<file path="config.mk">
export PLATFORM = sky130hd
export DESIGN_NAME = digit_feature_extractor
export DESIGN_NICKNAME = d
export VERILOG_FILES = /design/src/rtl/digit_feature_extractor_pkg.sv /design/src/rtl/digit_feature_extractor_row_analyzer.sv /design/src/rtl/digit_feature_extractor.sv
export SDC_FILE = /design/constraint.sdc
export NUM_CORES = 1
export LEC_CHECK = 0
export CAP_MARGIN = 5
export CORE_AREA = 8 8 66 68
export CTS_BUF_LIST = sky130_fd_sc_hd__clkbuf_8
export CTS_CLUSTER_DIAMETER = 40
export CTS_CLUSTER_SIZE = 30
export DETAILED_ROUTE_END_ITERATION = 6
export DIE_AREA = 0 0 74 76
export PLACE_DENSITY = 0.7
export SETUP_SLACK_MARGIN = 0.3
export SLEW_MARGIN = 20
export SYNTH_ARGS = -nofsm -noshare
export SYNTH_HDL_FRONTEND = slang
export SYNTH_SLANG_ARGS = --single-unit
</file>
<file path="constraint.sdc">
create_clock -name clk -period 2.2 [get_ports clk]
set_input_delay 0.55 -clock clk [delete_from_list [all_inputs] [get_ports clk]]
set_output_delay 0.55 -clock clk [all_outputs]
set_load 0.005 [all_outputs]
</file>
<file path="src/rtl/digit_feature_extractor_pkg.sv">
// -----------------------------------------------------------------------------
// digit_feature_extractor_pkg
//
// Shared constants for the digit feature extractor and the perceptron
// classifier that consumes its output:
//   - feature widths and saturation limits (edges, curves)
//   - FSM state encodings for the extractor
//   - default frame geometry
//   - width helpers for the per-row segment and popcount values
// -----------------------------------------------------------------------------
package digit_feature_extractor_pkg;

   // Classifier feature widths and saturation ceilings.
   localparam int EDGE_W  = 3;
   localparam int CURVE_W = 4;
   localparam logic [EDGE_W-1:0]  EDGE_MAX  = 3'd7;
   localparam logic [CURVE_W-1:0] CURVE_MAX = 4'd15;

   // Default frame geometry.
   localparam int DEF_ROWS       = 8;
   localparam int DEF_WIDTH      = 8;
   localparam int DEF_MIN_STROKE = 4;

   // Extractor FSM states, kept as plain constants for compatibility with
   // existing code that compares against raw encodings.
   typedef logic [1:0] state_t;
   localparam state_t IDLE  = 2'd0;
   localparam state_t ACCUM = 2'd1;
   localparam state_t DONE  = 2'd2;

   // Bits needed for the segment count of a row (0 .. ceil(width/2)).
   function automatic int seg_width(input int width);
      return $clog2((width + 1) / 2 + 1);
   endfunction

   // Bits needed for the popcount of a row (0 .. width).
   function automatic int pop_width(input int width);
      return $clog2(width + 1);
   endfunction

endpackage

</file>
<file path="src/rtl/digit_feature_extractor_row_analyzer.sv">
// -----------------------------------------------------------------------------
// digit_feature_extractor_row_analyzer
//
// Purely combinational analysis of one bitmap row.
//
// Ports:
//   row_data  in   WIDTH  pixel row, bit i = column i, 1 = ink
//   seg       out  SEG_W  number of ink runs (0->1 starts scanning from bit 0,
//                         a set bit 0 counts as a start)
//   pop       out  POP_W  number of ink pixels
//   stroke    out  1      single run with at least MIN_STROKE pixels
// -----------------------------------------------------------------------------
module digit_feature_extractor_row_analyzer
   import digit_feature_extractor_pkg::*;
#(
   parameter int WIDTH      = DEF_WIDTH,
   parameter int MIN_STROKE = DEF_MIN_STROKE,
   localparam int SEG_W     = seg_width(WIDTH),
   localparam int POP_W     = pop_width(WIDTH)
) (
   input  logic [WIDTH-1:0] row_data,
   output logic [SEG_W-1:0] seg,
   output logic [POP_W-1:0] pop,
   output logic             stroke
);

   localparam logic [POP_W-1:0] MIN_POP = POP_W'(MIN_STROKE);

   logic [WIDTH-1:0] prev_bits;
   logic [WIDTH-1:0] starts;

   // prev_bits[i] is the pixel left of column i; column 0 sees a virtual 0,
   // so a set bit 0 is counted as the start of a run.
   assign prev_bits = {row_data[WIDTH-2:0], 1'b0};
   assign starts    = row_data & ~prev_bits;

   always_comb begin
      // NOTE: outputs get a default before the loop so every path assigns
      // them; otherwise synthesis would infer latches.
      seg = '0;
      pop = '0;
      for (int i = 0; i < WIDTH; i++) begin
         seg = seg + SEG_W'(starts[i]);
         pop = pop + POP_W'(row_data[i]);
      end
   end

   assign stroke = (seg == SEG_W'(1)) && (pop >= MIN_POP);

endmodule

</file>
<file path="src/rtl/digit_feature_extractor.sv">
// -----------------------------------------------------------------------------
// digit_feature_extractor
//
// Accepts a binary digit bitmap one row per cycle and reduces it to the
// (edges, curves) pair used by the perceptron classifier:
//   edges  - rows that are a single straight stroke, saturating at 7
//   curves - rows whose segment count differs from the previous row,
//            saturating at 15
// The finished pair is held under a valid/ready handshake.
//
// Ports:
//   clk         in   1        clock, rising edge
//   rst         in   1        asynchronous, active-high reset
//   row_data    in   WIDTH    pixel row, bit i = column i, 1 = ink
//   row_valid   in   1        row_data valid this cycle
//   row_ready   out  1        a row is accepted this cycle if row_valid
//   edges       out  EDGE_W   straight-stroke count (0 unless feat_valid)
//   curves      out  CURVE_W  segment-change count (0 unless feat_valid)
//   feat_valid  out  1        edges/curves hold a completed frame
//   feat_ready  in   1        consumer accepts the features
// -----------------------------------------------------------------------------
module digit_feature_extractor
   import digit_feature_extractor_pkg::*;
#(
   parameter int ROWS       = DEF_ROWS,
   parameter int WIDTH      = DEF_WIDTH,
   parameter int MIN_STROKE = DEF_MIN_STROKE
) (
   input  logic               clk,
   input  logic               rst,
   input  logic [WIDTH-1:0]   row_data,
   input  logic               row_valid,
   output logic               row_ready,
   output logic [EDGE_W-1:0]  edges,
   output logic [CURVE_W-1:0] curves,
   output logic               feat_valid,
   input  logic               feat_ready
);

   localparam int CNT_W = (ROWS > 1) ? $clog2(ROWS) : 1;
   localparam int SEG_W = seg_width(WIDTH);
   localparam int POP_W = pop_width(WIDTH);
   localparam logic [CNT_W-1:0] LAST_ROW = CNT_W'(ROWS - 1);

   state_t             state;
   logic [CNT_W-1:0]   row_cnt;
   logic [SEG_W-1:0]   prev_seg;
   logic [EDGE_W-1:0]  edge_acc;
   logic [CURVE_W-1:0] curve_acc;

   logic [SEG_W-1:0]   seg;
   logic [POP_W-1:0]   pop;
   logic               stroke;

   logic               accept;
   logic               last_row;
   logic               handshake;
   logic [EDGE_W-1:0]  edge_nxt;
   logic [CURVE_W-1:0] curve_nxt;

   digit_feature_extractor_row_analyzer #(
      .WIDTH      (WIDTH),
      .MIN_STROKE (MIN_STROKE)
   ) u_row_analyzer (
      .row_data (row_data),
      .seg      (seg),
      .pop      (pop),
      .stroke   (stroke)
   );

   assign accept    = row_valid & row_ready;
   assign handshake = feat_valid & feat_ready;
   // Row 0 is always taken in IDLE, so only ACCUM can hold the last row.
   assign last_row  = (state == ACCUM) && (row_cnt == LAST_ROW);

   // Accumulator values after the current row; each saturates on its own.
   always_comb begin
      edge_nxt  = edge_acc;
      curve_nxt = curve_acc;
      if (stroke && (edge_acc != EDGE_MAX))
         edge_nxt = edge_acc + EDGE_W'(1);
      // row_cnt == 0 marks row 0, which has no predecessor to compare with.
      if ((row_cnt != '0) && (seg != prev_seg) && (curve_acc != CURVE_MAX))
         curve_nxt = curve_acc + CURVE_W'(1);
   end

   // NOTE: state uses non-blocking assignments so every register samples the
   // pre-edge values, independent of statement order.
   always_ff @(posedge clk or posedge rst) begin
      if (rst) begin
         state      <= IDLE;
         row_cnt    <= '0;
         prev_seg   <= '0;
         edge_acc   <= '0;
         curve_acc  <= '0;
         row_ready  <= 1'b1;
         feat_valid <= 1'b0;
         edges      <= '0;
         curves     <= '0;
      end else begin
         case (state)
            IDLE, ACCUM: begin
               if (accept) begin
                  edge_acc  <= edge_nxt;
                  curve_acc <= curve_nxt;
                  prev_seg  <= seg;
                  if (last_row) begin
                     // Counter holds at ROWS-1; it only clears on handshake.
                     state      <= DONE;
                     row_ready  <= 1'b0;
                     feat_valid <= 1'b1;
                     edges      <= edge_nxt;
                     curves     <= curve_nxt;
                  end else begin
                     state   <= ACCUM;
                     row_cnt <= row_cnt + CNT_W'(1);
                  end
               end
            end
            DONE: begin
               if (handshake) begin
                  // row_ready comes back one cycle after the handshake edge.
                  state      <= IDLE;
                  row_cnt    <= '0;
                  prev_seg   <= '0;
                  edge_acc   <= '0;
                  curve_acc  <= '0;
                  row_ready  <= 1'b1;
                  feat_valid <= 1'b0;
                  edges      <= '0;
                  curves     <= '0;
               end
            end
            default: begin
               state     <= IDLE;
               row_cnt   <= '0;
               row_ready <= 1'b1;
            end
         endcase
      end
   end

endmodule

</file>
==> flow_metrics.tcl, run 1 <==
set metrics [dict create \
    portBuffers 20 \
    arrival_ns 3.45 \
    grt_util_all_layers_pct 12.7 \
    cts_tree "done" \
    fmax_mhz 303 \
    gpl.final_weighted_congestion 0.804 \
    dp_hpwl_mm 2.61 \
    drtPass1Iterations 4 \
    maxCapViolCount 0 \
    cp-start-kind "input pin" \
    min_path_type "flip-flop to flip-flop" \
    place_area_mm2 0.00199 \
    r2r_slack_ns 0.41 \
    tightest_slew_ns 0.534 \
    grt_pass1_vias 1302 \
    cts_buffer_depth 2 \
    required_ns 2.35 \
    fin_crit_sh_pct 150 \
    die_w_um 74 \
    hold_buffers 0 \
    layout_min_cycle_time_ns 3.30 \
    crit_type "input pin to flip-flop" \
    path_max_fanout 7 \
    setup_slack_ns -1.10 \
    cts_buffers 3 \
    overflow 0 \
    finalHoldViolCount 0 \
    ys_ff_latch 24 \
    seq_area_frac_synth_pct 38.4 \
    die_height_um 76 \
    top_level_ports 21 \
    yosys_warnings 0 \
    wl_mm 3.25 \
    antenna_found_initial 0 \
    wl_met1_mm 1.37 \
    synth_edf_count 0 \
    setup_tns_ns -15.26 \
    dr_wl_met2_mm 1.70 \
    ys.flop_type "dfrtp_1" \
    fin_nets 232 \
    synthesis.area_per_instance_um2 10.1 \
    clk_latency_ns 0.27 \
    final-setup-viol-count 17 \
    wl_met3_um 116 \
    powerDensity_mw_per_mm2 463 \
    final_core_util_pct 61.1 \
    p_leak_nw 1.01 \
    slew_headroom_pct 64.1 \
    rows 22 \
    drive_gt1_share_pct 26.0 \
    cts-root-buf "clkbuf_8" \
    synth_area_mm2 0.00157 \
    ys_types 37 \
    worst_ir_drop_vdd_mv 0.222 \
    design_area_mm2 0.00210 \
    grt_max_degree 25 \
    core_region_area_mm2 0.00344 \
    regArea_um2 602 \
    multi_input_area_um2 945 \
    synthCells 155 \
    whs_ns 0.488 \
    cts_htree_levels 1 \
    finalMaxSlewViolations 0 \
    route.detailed.drc 0 \
    clock_sinks 24 \
    syn_nets 186 \
    async_reset_ff_share_pct 100 \
    violations "setup timing" \
    power_mw 0.973 \
    clk_pin_slew_ns 0.09 \
    end_kind "flip-flop" \
    grt_pass1_wl_mm 5.76 \
    vias_per_cell 5.02 \
    fill_cells 295 \
    highest_layer "met4" \
    start_util_pct 45.6 \
    post_drt_wl_per_cell_um 13.1 \
    syn2layout_area_growth_pct 34.0 \
    ant_nets 0 \
    antenna_cells 0 \
    drt_first_iter_violations 54 \
    rsz0062_at_grt "yes" \
    vias 1246 \
    clock-skew-final_ns 0.00391 \
    outcome "finished, violations left" \
    die_area_mm2 0.00562 \
]
==> path summary, 6_finish.rpt <==
check	startpoint	to	cells past startpoint
max reg2reg	curve_acc[0]	curves[1]	6
min	curves[0]	curves[0]	2
max in group asynchronous	rst	row_ready	3
max	row_data[3]	curves[1]	13
min in group asynchronous	rst	edges[1]	3
min reg2reg	curves[0]	curves[0]	2
==> timing repair <==
action	4_1_cts	5_1_grt
cloned	0	0
buffers inserted	2	1
setup endpoints to repair	18	17
pin swaps	15	10
gates resized for setup	26	6
==> layer usage <==
metal,global-route usage [%],vias to the layer above
met2,22.1,29
met1,14.8,595
met3,1.58,7
met4,5.40,0
met5,0,-
li1,-,615
==> synthesized netlist by cell type (2+ instances only) <==
cell type	instances	area [µm²]
a22o_1	6	52.6
nor2_1	5	18.8
nand3_1	4	20.0
a211oi_1	2	15.0
a21oi_1	5	25.0
o21ai_0	3	15.0
nand2b_1	2	12.5
fa_1	6	120
nor2b_1	3	18.8
mux2i_1	3	30.0
inv_1	20	75.1
xor2_1	4	35.0
o21ai_1	11	55.1
mux2_2	2	22.5
nand4b_1	2	17.5
xnor2_1	3	26.3
dfrtp_1	23	576
ha_1	13	163
nand2_1	18	67.6
and2_1	3	18.8
==> per-stage QoR <==
stage,worst slack [ns],cells
floorplan,-1.25,155
global placement,-1.74,241
detailed placement,-1.83,241
CTS,-1.20,247
global route,-1.22,248
finish,-1.10,248
==> report_power, final <==
group | internal, mW | switching (mW)
Combinational | 0.142 | 0.123
Sequential | 0.441 | 0
Clock | 0.125 | 0.142
Total | 0.707 | 0.266
==> critical path: stages <==
cell and delay [ns]:
buf_6 0.09, nand2b_4 0.13, fa_1 0.54, inv_1 0.05, fa_1 0.45, fa_2 0.35, inv_2 0.07, fa_2 0.47
xor2_2 0.16, nand3_2 0.09, and2_4 0.21, mux2i_1 0.21, o21ai_1 0.09
==> cell usage in the layout, fill, tap and decap left out, types with 4 or more instances in the layout <==
cell             netlist  routed
dfrtp_1               23      23
buf_4                  0      20
nand2_1               18      18
inv_1                 20      18
clkdlybuf4s50_1        0      15
ha_1                  13      12
o21ai_1               11      11
a22o_1                 6       6
a21oi_1                5       5
nor2_1                 5       5
nand3_1                4       4
fa_1                   6       4
buf_6                  1       4
==> layout make-up <==
class / instances / area share (%)
Timing Repair Buffer: 42 / 17.6
Tap cell: 48 / 2.86
Inverter: 20 / 3.81
Clock inverter: 1 / 0.179
Clock buffer: 3 / 1.96
Multi-Input combinational cell: 110 / 44.9
Sequential cell: 24 / 28.6
==> flip-flops by register name (all words and copies together), names as in the netlist <==
| name | cells |
|---|---|
| edge_acc | 3 |
| curves | 4 |
| row_cnt | 3 |
| curve_acc | 4 |
| row_ready | 1 |
| prev_seg | 3 |
| state | 2 |
| feat_valid | 1 |
| edges | 3 |
==> cells by family (layout without fill, tap and decap cells) <==
| family | after synthesis | in the layout | share of synthesized area [%] |
|---|---|---|---|
| compound gates | 35 | 35 | 15.5 |
| flops | 24 | 24 | 38.4 |
| buf+inv | 21 | 66 | 5.50 |
| xor+xnor | 8 | 8 | 5.42 |
| simple gates | 43 | 43 | 13.9 |
| fa+ha+maj | 19 | 19 | 18.0 |
| mux | 5 | 5 | 3.35 |
(Power assumes the default switching activity.)
==> inputs of run 2 (changes only) <==
--- a/config.mk
+++ b/config.mk
@@ -9,7 +9,7 @@
 export CORE_AREA = 8 8 66 68
 export CTS_BUF_LIST = sky130_fd_sc_hd__clkbuf_8
 export CTS_CLUSTER_DIAMETER = 40
-export CTS_CLUSTER_SIZE = 30
+export CTS_CLUSTER_SIZE = 12
 export DETAILED_ROUTE_END_ITERATION = 6
 export DIE_AREA = 0 0 74 76
 export PLACE_DENSITY = 0.7
==> results of run 2 <==
The final DEF is identical to that of run 1; final timing and power are the same.
==> inputs of run 3 (changes only) <==
--- a/config.mk
+++ b/config.mk
@@ -9,7 +9,7 @@
 export CORE_AREA = 8 8 66 68
 export CTS_BUF_LIST = sky130_fd_sc_hd__clkbuf_8
 export CTS_CLUSTER_DIAMETER = 40
-export CTS_CLUSTER_SIZE = 12
+export CTS_CLUSTER_SIZE = 40
 export DETAILED_ROUTE_END_ITERATION = 6
 export DIE_AREA = 0 0 74 76
 export PLACE_DENSITY = 0.7
==> results of run 3 <==
The final DEF is identical to that of run 1; final timing and power are the same.
